===== src/rtl/iomem_timer.sv =====
// iomem_timer: memory-mapped down-counting timer for the PicoSoC iomem bus.
// A prescaler divides clk into ticks; each tick decrements COUNT, and a tick
// seen at COUNT==0 raises EXPIRED, which drives a level interrupt when IRQ_EN=1.
module iomem_timer #(
   parameter logic [7:0] ADDR_HI    = 8'h04,
   parameter int         PRESCALE_W = 16
) (
   input  logic        clk,
   input  logic        resetn,
   input  logic        iomem_valid,
   output logic        iomem_ready,
   input  logic [3:0]  iomem_wstrb,
   input  logic [31:0] iomem_addr,
   input  logic [31:0] iomem_wdata,
   output logic [31:0] iomem_rdata,
   output logic        irq
);

   localparam logic [2:0] OFF_CTRL     = 3'd0;
   localparam logic [2:0] OFF_PRESCALE = 3'd1;
   localparam logic [2:0] OFF_RELOAD   = 3'd2;
   localparam logic [2:0] OFF_COUNT    = 3'd3;
   localparam logic [2:0] OFF_STATUS   = 3'd4;

   logic                  ctrl_en;
   logic                  ctrl_auto;
   logic                  ctrl_irq_en;
   logic [PRESCALE_W-1:0] prescale;
   logic [PRESCALE_W-1:0] pre_cnt;
   logic [31:0]           reload;
   logic [31:0]           count;
   logic                  expired;

   logic                  sel;
   logic                  wr;
   logic [2:0]            off;
   logic                  tick;
   logic                  expire;
   logic [31:0]           count_tick;
   logic [PRESCALE_W-1:0] prescale_wr;
   logic [31:0]           prescale_ext;
   logic [31:0]           rd_val;
   logic                  unused_addr;

   // Byte-lane merge: strobed lanes take the bus data, the rest keep base.
   function automatic logic [31:0] merge_bytes(input logic [31:0] base,
                                               input logic [31:0] data,
                                               input logic [3:0]  strb);
      logic [31:0] res;
      res = base;
      for (int b = 0; b < 4; b++) begin
         if (strb[b]) res[8*b +: 8] = data[8*b +: 8];
      end
      return res;
   endfunction

   // A held valid is not re-selected while its ack is on the bus.
   assign sel    = iomem_valid && !iomem_ready && (iomem_addr[31:24] == ADDR_HI);
   assign wr     = sel && (iomem_wstrb != 4'b0000);
   assign off    = iomem_addr[4:2];
   assign tick   = ctrl_en && (pre_cnt == prescale);
   assign expire = tick && (count == 32'd0);
   assign irq    = expired && ctrl_irq_en;

   assign unused_addr = &{1'b0, iomem_addr[23:5], iomem_addr[1:0]};

   // Count value after this cycle's tick, before any bus write overrides it.
   always_comb begin
      count_tick = count;
      if (tick) begin
         if (count != 32'd0)  count_tick = count - 32'd1;
         else if (ctrl_auto)  count_tick = reload;
      end
   end

   // Per-bit strobe merge for PRESCALE, whose width is not a byte multiple.
   always_comb begin
      prescale_wr = prescale;
      for (int i = 0; i < PRESCALE_W; i++) begin
         if (iomem_wstrb[i/8]) prescale_wr[i] = iomem_wdata[i];
      end
   end

   // Read mux; unimplemented bits and offsets read as zero.
   always_comb begin
      prescale_ext                   = '0;
      prescale_ext[PRESCALE_W-1:0]   = prescale;
      case (off)
         OFF_CTRL:     rd_val = {29'd0, ctrl_irq_en, ctrl_auto, ctrl_en};
         OFF_PRESCALE: rd_val = prescale_ext;
         OFF_RELOAD:   rd_val = reload;
         OFF_COUNT:    rd_val = count;
         OFF_STATUS:   rd_val = {31'd0, expired};
         default:      rd_val = 32'd0;
      endcase
   end

   // One-cycle acknowledge; rdata captures the register addressed at select.
   always_ff @(posedge clk) begin
      if (!resetn) begin
         iomem_ready <= 1'b0;
         iomem_rdata <= 32'd0;
      end else begin
         iomem_ready <= sel;
         if (sel) iomem_rdata <= rd_val;
      end
   end

   // Prescaler; holding at 0 while disabled also gives the clear on enable.
   always_ff @(posedge clk) begin
      if (!resetn)              pre_cnt <= '0;
      else if (!ctrl_en || tick) pre_cnt <= '0;
      else                      pre_cnt <= pre_cnt + 1'b1;
   end

   // Register file; bus writes are placed after timer updates so they win.
   always_ff @(posedge clk) begin
      if (!resetn) begin
         ctrl_en     <= 1'b0;
         ctrl_auto   <= 1'b0;
         ctrl_irq_en <= 1'b0;
         prescale    <= '0;
         reload      <= 32'd0;
         count       <= 32'd0;
         expired     <= 1'b0;
      end else begin
         if (expire && !ctrl_auto) ctrl_en <= 1'b0;
         if (wr && off == OFF_CTRL && iomem_wstrb[0]) begin
            ctrl_en     <= iomem_wdata[0];
            ctrl_auto   <= iomem_wdata[1];
            ctrl_irq_en <= iomem_wdata[2];
         end
         if (wr && off == OFF_PRESCALE) prescale <= prescale_wr;
         if (wr && off == OFF_RELOAD)   reload   <= merge_bytes(reload, iomem_wdata, iomem_wstrb);
         if (wr && off == OFF_COUNT)    count    <= merge_bytes(count_tick, iomem_wdata, iomem_wstrb);
         else                           count    <= count_tick;
         // Expiry set takes priority over a same-cycle write-1-to-clear.
         if (expire)
            expired <= 1'b1;
         else if (wr && off == OFF_STATUS && iomem_wstrb[0] && iomem_wdata[0])
            expired <= 1'b0;
      end
   end

endmodule


===== config.mk =====
export PLATFORM = sky130hd
export DESIGN_NAME = iomem_timer
export DESIGN_NICKNAME = d
export VERILOG_FILES = /design/src/rtl/iomem_timer.sv
export SDC_FILE = /design/constraint.sdc
export NUM_CORES = 1
export LEC_CHECK = 0
export CAP_MARGIN = 10
export CORE_MARGIN = 8
export CORE_UTILIZATION = 24
export DETAILED_ROUTE_END_ITERATION = 10
export PLACE_DENSITY = 0.54
export SLEW_MARGIN = 20
export SYNTH_ARGS = -nofsm -noshare
export SYNTH_HDL_FRONTEND = slang
export SYNTH_SLANG_ARGS = --single-unit

===== constraint.sdc =====
create_clock -name clk -period 3.47 [get_ports clk]
set_clock_uncertainty 0.1 [all_clocks]
set_input_delay 0.347 -clock clk [delete_from_list [all_inputs] [get_ports clk]]
set_output_delay 0.347 -clock clk [all_outputs]
set_load 0.01 [all_outputs]

==> run metrics <==
initial core utilization=24.5%; Net Sw Frac=21.8%; die footprint=35100 sq um; worst-margin pin slew=0.881 ns; placed insts=1297; I/O Pins=105; Post-synth top flop=dfxtp_1; Seq pwr share=41.5%; WP data required=3.67 ns; GRT Total Usage=13.2%; IO buf count=83; Site Rows=62; Pwr Density=411 nW/um^2; First-pass DRT Iterations=5; most used cell, CP=or4_4; M1 wire length=11100 um; Fmax=0.328 GHz; Internal Power=2880 uW; Max FO, Critical Path=9; syn avg cell area=8.10 sq um; Rel. slew slack=41.1%; clock tree from TritonCTS=yes; Root Buffer=clkbuf_16; CTS Buf Count=17; Comb pwr share=4.3%; Non-Filler Instances=1330; Post-Syn Nets=943; gr ovfl total=0; first-pass GRT wire length=37300 um; final setup fails=0; Cell Area, Synth=7040 sq um; max-cap viol count=0; fillcell total=3043; Max VDD drop=0.181 mV; # clock sinks=133; Chip Width=187 um; DP HPWL=17000 um; crit-path cells=or4_1 -> or4_4 -> or4_4 -> nand2b_4 -> a21oi_1 -> o41ai_2; setup ws final=0.422 ns; most common cell after layout, fill and taps aside=dfxtp_1; Post-CTS Resized=0; RSZ-0062 raised after global routing=no; insertion delay to the later sink of the worst-skew pair=0.43 ns; postcts setup bufs=0; layout cell share with drive strength beyond 1=9.74%; Clk pwr share=54.2%; Setup crit start kind=register; Yosys reg bits=133; max-slew violation count=0; CP endpoint kind=register; wire length on met2=10100 um; Placement Setup Slack=0.459 ns; Clock transition at path regs=0.06 ns; Hold Path Class=register to register; largest net degree at the start of global routing=71; Arr. time, crit path=3.25 ns; Area growth syn-to-layout=27.1%; initial antenna violation count=3; Final TNS setup=0 ns; Post-synth EDFFs=0; hold buffers post-CTS=0; drt drc=0; slowest CP cell=or4_1; async set-reset flop share out of synthesis=0%; post-synthesis instance total=869; CTS H-tree depth=4; WL met3=1640 um; Final Wtd Congestion=0.881; top layer used by detailed routing=met5; number of global-route vias before repair=6488; Post-Route WL=23400 um; NumNets Final=1006; clk buf depth=2; most frequent cells in the layout=133 x dfxtp_1, 110 x nor2_1, 82 x clkdlybuf4s50_1; Final Hold Vio Count=0; max incr delay on CP=0.70 ns; DRT iter0 DRCs=457; Final ANT Viol Nets=0; status=complete, no violations; via count=6610; Crit Path Class=register to register; YS warnings=0; Final min period=3.05 ns; post-synthesis cell type count=60; Psw=800 uW; Leak=0.00308 uW; sequential cell area fraction in the yosys report=37.8%; core area=28800 sq um; post-layout util=31.1%; die span in y=187 um; wire per inst=17.6 um; fin crit share=87.8%; Via density=4.97
==> synth_stat cells (13+ instances only) <==
library cell,count,area share [%]
dfxtp_1,133,38
mux2i_1,61,8.7
a21oi_1,77,5.5
xnor2_1,19,2.4
and3_1,13,1.2
a22oi_1,18,1.9
nand2_1,70,3.7
nor3_1,46,3.3
o21ai_0,48,3.4
inv_1,14,0.75
mux2_2,15,2.4
nor2_1,110,5.9
nand3_1,32,2.3
clkbuf_1,55,2.9
==> final timing paths <==
check,startpoint,to,slack (ns),cells after the start
setup reg to reg,count[15]$_SDFF_PN0_,count[25]$_SDFF_PN0_,0.42,6
hold reg to reg,iomem_rdata[18]$_SDFFE_PN0P_,iomem_rdata[18]$_SDFFE_PN0P_,0.38,2
hold / removal,iomem_rdata[18]$_SDFFE_PN0P_,iomem_rdata[18]$_SDFFE_PN0P_,0.38,2
setup / recovery,count[15]$_SDFF_PN0_,count[25]$_SDFF_PN0_,0.42,6
==> metal layers <==
metal / global-route usage [%] / up-vias
li1: - / 3277
met1: 17.5 / 3109
met2: 19.9 / 182
met3: 4.23 / 38
met4: 4.73 / 4
met5: 0 / -
==> registers in the layout, summed over array words and instances, names as in the netlist <==
register	count
count	32
iomem_rdata	32
reload	32
pre_cnt	16
prescale	16
ctrl_auto	1
ctrl_en	1
ctrl_irq_en	1
expired	1
iomem_ready	1
==> cell families after synthesis <==
logic type	synth area share (%)
XOR/XNOR	3.61
flip-flops	37.8
adder cells (fa/ha/maj)	0.533
AND/OR/NAND/NOR	23.8
multiplexers	11.7
buffers and inverters	4.46
AO/OA/AOI/OAI	18.0
==> cell type report <==
cell class / instances / area [sq um] / area share, %
Antenna cell: 1 / 2.50 / 0.0280
Sequential cell: 133 / 2660 / 29.8
Tap cell: 384 / 480 / 5.37
Clock buffer: 21 / 480 / 5.37
Multi-Input combinational cell: 657 / 4070 / 45.5
Clock inverter: 11 / 171 / 1.92
Timing Repair Buffer: 108 / 1030 / 11.5
Inverter: 15 / 56.3 / 0.629
==> worst max-delay path, delay by kind of cell, from the launching register on <==
kind | cells | cell delay (ns)
AOI/OAI and AO/OA | 2 | 0.29
DFF | 1 | 0.37
and+or+nand+nor | 4 | 2.16
==> per-stage QoR <==
step                      hold WS, ns  power (uW)  cell area, sq um
after CTS                       0.389        3720              8940
after global placement          0.366        1720              8290
after detailed placement        0.376        1720              8290
final                           0.382        3680              8950
after global routing            0.407        3790              8940
after floorplan                 0.342        1620              7040
==> power groups by stage <==
| stage | Combinational [uW] | Clock (uW) | Sequential (uW) |
|---|---|---|---|
| 6_report | 157 | 1990 | 1530 |
| 3_5_place_dp | 157 | 0 | 1560 |
| 4_1_cts | 157 | 2040 | 1530 |
| 5_1_grt | 166 | 2090 | 1530 |
| 2_1_floorplan | 58.8 | 0 | 1560 |
| 3_3_place_gp | 157 | 0 | 1560 |
Note: power is estimated with default switching activity, not from simulation.
==> edit 1, RTL diff (config.mk and constraints unchanged) <==
Set the parameter `PRESCALE_W` to 32 (it was 16).
--- a/src/rtl/iomem_timer.sv
+++ b/src/rtl/iomem_timer.sv
@@ -3,7 +3,7 @@
 // seen at COUNT==0 raises EXPIRED, which drives a level interrupt when IRQ_EN=1.
 module iomem_timer #(
    parameter logic [7:0] ADDR_HI    = 8'h04,
-   parameter int         PRESCALE_W = 16
+   parameter int         PRESCALE_W = 32
 ) (
    input  logic        clk,
    input  logic        resetn,
Formal check against the unedited RTL: not equivalent (a bounded check fails within 4 cycles, from zero or initial values and one cycle with resetn low).
==> edit 1 against the original RTL <==
Wire length is 29% higher. Combinational power is 16% higher. Area after synthesis is 24% higher. Final area is 20% higher. Setup slack better by 77 ps. Synthesized cell count is 19% higher. Sequential cell count is 32 higher. Power is 11% higher. Critical path type unchanged. Largest power group unchanged.
==> edit 1: results (changes against the original RTL) <==
- Worst-Skew Late Latency: 450 ps (+20 ps)
* Setup WS post-layout: 499.1 ps (+76.97 ps)
* Wire length on met2: 12860 um (+27%)
- The antenna diode count was 0 (-1).
- Count of buffers added by post-CTS timing repair for setup: 0 (unchanged)
* Top cell types by occurrence after synthesis: nor2_1, dfxtp_1, nand3_1
* Total met3 wirelength after detailed routing: 1994 um (+22%)
- The synthesized-area fraction occupied by ao, oa, aoi and oai cells is 18.10% (+0.075 points).
- Number of vias after detailed routing: 8137 (+23%)
* Number of violations reported at the end of detailed-routing iteration 0: 814 (+78%)
- Via count of the first global-routing pass: 7831 (+21%)
- Fraction of met1 tracks used by global routing: 20.18% (+2.7 points)
- Share of post-route cells with drive strength above 1: 10.86% (+1.1 points)
- Setup WS pre-CTS: 459.3 ps (+0.4140 ps)
- The number of placed instances, taps included came to 1553 (+20%).
* Final RePlAce weighted congestion: 0.8474 (-3.8%)
- Sequential-to-total area share from yosys stat: 37.96% (+0.13 points)
- Met3 layer usage reported by global route: 3.245% (-0.99 points)
* Post-synthesis share of cell area spent on xor and xnor gates: 6.342% (+2.7 points)
* Met1 Routed Length: 14860 um (+34%)
* Sum of net half-perimeters after detailed placement: 22090 um (+30%)
- Adder and majority cell fraction of the synthesized area: 0.4314% (-0.10 points)
* Top cells by area in the synthesized netlist: dfxtp_1, nor2_1, xnor2_1
- Largest net degree at the start of global routing: 60 (-15%)
* Highest layer used for signal routing: met4
- The count of mapped cells out of synthesis came to 1038 (+19%).
- The multiplexer share of the synthesized area was 8.355% (-3.4 points).
* GRT Util Overall: 14.23% (+0.99 points)
* Antenna violations before repair: 0 (-3)
- Data arrival time of the critical path: 3210 ps (-40 ps)
- The final layout net count is 1185 (+18%).
* Wire length of the first global-routing pass: 46940 um (+26%)
* Outcome: finished, final reports clean
- CP startpoint kind: flip-flop
- In this run the critical register-to-register path is launched from count[27]$_SDFF_PN0_.
- Post-synth net total: 1112 (+18%)
* Main synth FF type: dfxtp_1
* Cell Area, Placed: 10090 um2 (+22%)
- Total Routed Length: 30250 um (+29%)
* Lkg Pwr: 3.789 nW (+23%)
- Critical hold path startpoint: reload[18]$_SDFFE_PN0P_
-- edit 1: final cells by class --
class                      count  area (um2)
inverter                      15       57.56
clock inverter                13       172.7
clock buffer                  18       439.2
tap                          461       576.8
sequential                   165        3303
multi-input combinational    791        5027
timing repair buffer         121        1124
fill                        3801       24960
-- edit 1: report_power, final --
group | total, mW | switching (mW) | leakage (nW) | internal, mW
Sequential | 1.89 | 0.000211 | 1.33 | 1.89
Combinational | 0.182 | 0.108 | 2.18 | 0.0733
Clock | 2.02 | 0.866 | 0.286 | 1.16
Total | 4.10 | 0.974 | 3.79 | 3.12
-- edit 1: metrics by stage --
step	total power [mW]	hold WS, ps
4_1_cts	4.130	356.3
2_1_floorplan	2.001	336.3
3_3_place_gp	2.117	342.2
5_1_grt	4.212	369.7
3_5_place_dp	2.117	347.5
6_report	4.097	356.3
-- edit 1: critical path, cell delays in order, from the launching register on --
cell	delay, ps
dfxtp_1	340
or4_4	550
or4_4	520
or4_4	580
o2111ai_4	450
o21ai_1	130
and4b_1	190
==> edit 2, RTL diff (same settings) <==
Made on the original files. Make the reset (`resetn`) asynchronous in 3 clocked blocks.
--- a/src/rtl/iomem_timer.sv
+++ b/src/rtl/iomem_timer.sv
@@ -96,7 +96,7 @@
    end
 
    // One-cycle acknowledge; rdata captures the register addressed at select.
-   always_ff @(posedge clk) begin
+   always_ff @(posedge clk or negedge resetn) begin
       if (!resetn) begin
          iomem_ready <= 1'b0;
          iomem_rdata <= 32'd0;
@@ -107,14 +107,14 @@
    end
 
    // Prescaler; holding at 0 while disabled also gives the clear on enable.
-   always_ff @(posedge clk) begin
+   always_ff @(posedge clk or negedge resetn) begin
       if (!resetn)              pre_cnt <= '0;
       else if (!ctrl_en || tick) pre_cnt <= '0;
       else                      pre_cnt <= pre_cnt + 1'b1;
    end
 
    // Register file; bus writes are placed after timer updates so they win.
-   always_ff @(posedge clk) begin
+   always_ff @(posedge clk or negedge resetn) begin
       if (!resetn) begin
          ctrl_en     <= 1'b0;
          ctrl_auto   <= 1'b0;
Function: differs if resetn is asserted again (counterexample within 4 cycles, from zero or initial values and one cycle with resetn low); with resetn held inactive, the same outputs for 4 cycles.
==> edit 2 against the original RTL <==
Die area up 6.6%. Sequential cell count unchanged. Highest routed layer is now met4. Wire length up 1.5%. Via count down 5.1%. Final area up 6.8%. Power up 0.98%. Global-route usage down 0.61 points. Area after synthesis up 7.2%. Setup slack better by 20 ps. Largest cell class unchanged.
==> edit 2: results (changes against the original RTL) <==
- The initial detailed-routing violation count came to 653 (+43%).
* Top cell types by occurrence after synthesis: dfrtp_1, nand2_1, nor2_1
- Number of buffers created by CTS: 17 (unchanged)
- The detailed placer's ending HPWL is 17780 um (+4.8%).
- Post-synthesis cell type count: 61 (+1.7%)
- Wire length of the first global-routing pass: 37720 um (+1.2%)
- The synthesized-area fraction occupied by xor and xnor cells came to 3.714% (+0.10 points).
* Maximum fanout along the worst path: 8 (-1)
* Routed Antenna Nets: 0 (unchanged)
- The run finished with clean final reports.
- The synthesized netlist net count was 845 (-10%).
* Setup WS pre-CTS: 458.1 ps (-0.7810 ps)
- R2R cell count: 6 (unchanged)
* Reg clk slew, reported paths: 60 ps (about the same)
* Category of cells accounting for the largest share of critical-path delay: simple AND/OR/NAND/NOR gates
* Number of inserted diodes: 0 (-1)
* Sequential-to-total area share from yosys stat: 44.11% (+6.3 points)
- Share of post-route cells with drive strength above 1: 18.21% (+8.5 points)
- Count of buffers added by post-CTS timing repair for setup: 0 (unchanged)
* Count of port buffers added during placement: 83 (unchanged)
- The maximum clock path buffer count came to 2 (unchanged).
- The total leakage power is 3.850 nW (+25%).
* CTS root buffer: clkbuf_16
- The transition time at the pin with the least slew margin was 724.5 ps (-156.2 ps).
* Maximum vdd drop: 323.4 uV (+78%)
- Worst-Skew Late Latency: 430 ps (about the same)
* Iteration count of the initial detailed-routing pass: 5 (unchanged)
- Compound-gate portion of the synthesized area: 15.67% (-2.4 points)
* Yosys warning total: 0 (unchanged)
- Vias per cell: 4.918 (-1.0%)
* Peak per-stage delay on the critical path: 730 ps (+30 ps)
- The async set or reset register ratio after synthesis is 100.0% (+100 points).
- Largest net degree at the start of global routing: 61 (-14%)
- The setup-violating endpoint count in the final report was 0 (unchanged).
- Data arrival time of the critical path: 3230 ps (-20 ps)
- Antenna violations before repair: 0 (-3)
- The final layout net count came to 934 (-7.2%).
* Via count of the first global-routing pass: 6408 (-1.2%)
- Biggest regs: count: 32 flops, iomem_rdata: 32 flops, reload: 32 flops
* Critical path's slowest cell: or4_1
- GRT Util Overall: 12.63% (-0.61 points)
- H-tree level count: 4 (unchanged)
- Final RePlAce weighted congestion: 0.8490 (-3.7%)
- By area the synthesized netlist is led by dfrtp_1, mux2_2, nand2_1.
- Adder and majority cell fraction of the synthesized area: 0.4974% (-0.036 points)
- Multiplexer area fraction after synthesis: 14.01% (+2.3 points)
- Total Routed Length: 23740 um (+1.5%)
* HP Class: in2async
- Count of instances resized after the clock tree is built: 0 (unchanged)
==> edit 2: repair_timing <==
item / in CTS / in global routing
setup endpoints to repair: 0 / 0
endpoints found under the hold margin: 57 / 0
hold buffers: 1 / 0
==> edit 2: area by class of cell <==
cell class	instances	area, um2
Inverter	10	37.54
Clock inverter	13	171.4
Tap cell	402	503.0
Fill cell	3273	21680
Clock buffer	19	442.9
Timing Repair Buffer	117	1097
Multi-Input combinational cell	581	3973
Sequential cell	133	3328
==> edit 2: worst paths after layout <==
check | from | end | slack, ps
worst max register to register | count[3]$_DFF_PN0_ | ctrl_en$_DFFE_PN0P_ | 440
worst min-delay path | resetn | iomem_rdata[23]$_DFFE_PN0P_ | 370
worst max-delay path | count[3]$_DFF_PN0_ | ctrl_en$_DFFE_PN0P_ | 440
worst min register to register | iomem_rdata[29]$_DFFE_PN0P_ | iomem_rdata[29]$_DFFE_PN0P_ | 370
max in group asynchronous | resetn | prescale[6]$_DFFE_PN0P_ | 2140
min in group clk | iomem_rdata[29]$_DFFE_PN0P_ | iomem_rdata[29]$_DFFE_PN0P_ | 370
==> edit 2: per-layer routing <==
layer / wire, um / global-route usage (%)
met5: 0 / 0
met4: 261 / 3.136
met3: 838 / 2.569
met2: 11210 / 20.60
met1: 11430 / 16.89
==> edit 2: power by group <==
group	internal (mW)	switching, mW	leakage, nW
logic	0.109	0.133	1.82
clock network	1.16	0.728	0.295
registers	1.57	0.0175	1.73
total	2.83	0.878	3.85
==> edit 2: through the flow <==
step                      cell area (um2)  cells  power (mW)  hold slack, ps
after floorplan                      7546    771       1.697          -48.59
after global placement               8929   1242       1.856           273.8
after detailed placement             8929   1242       1.856           266.2
after CTS                            9553   1275       3.766           382.1
after global routing                 9553   1275       3.850           406.1
final                                9553   1275       3.712           372.0
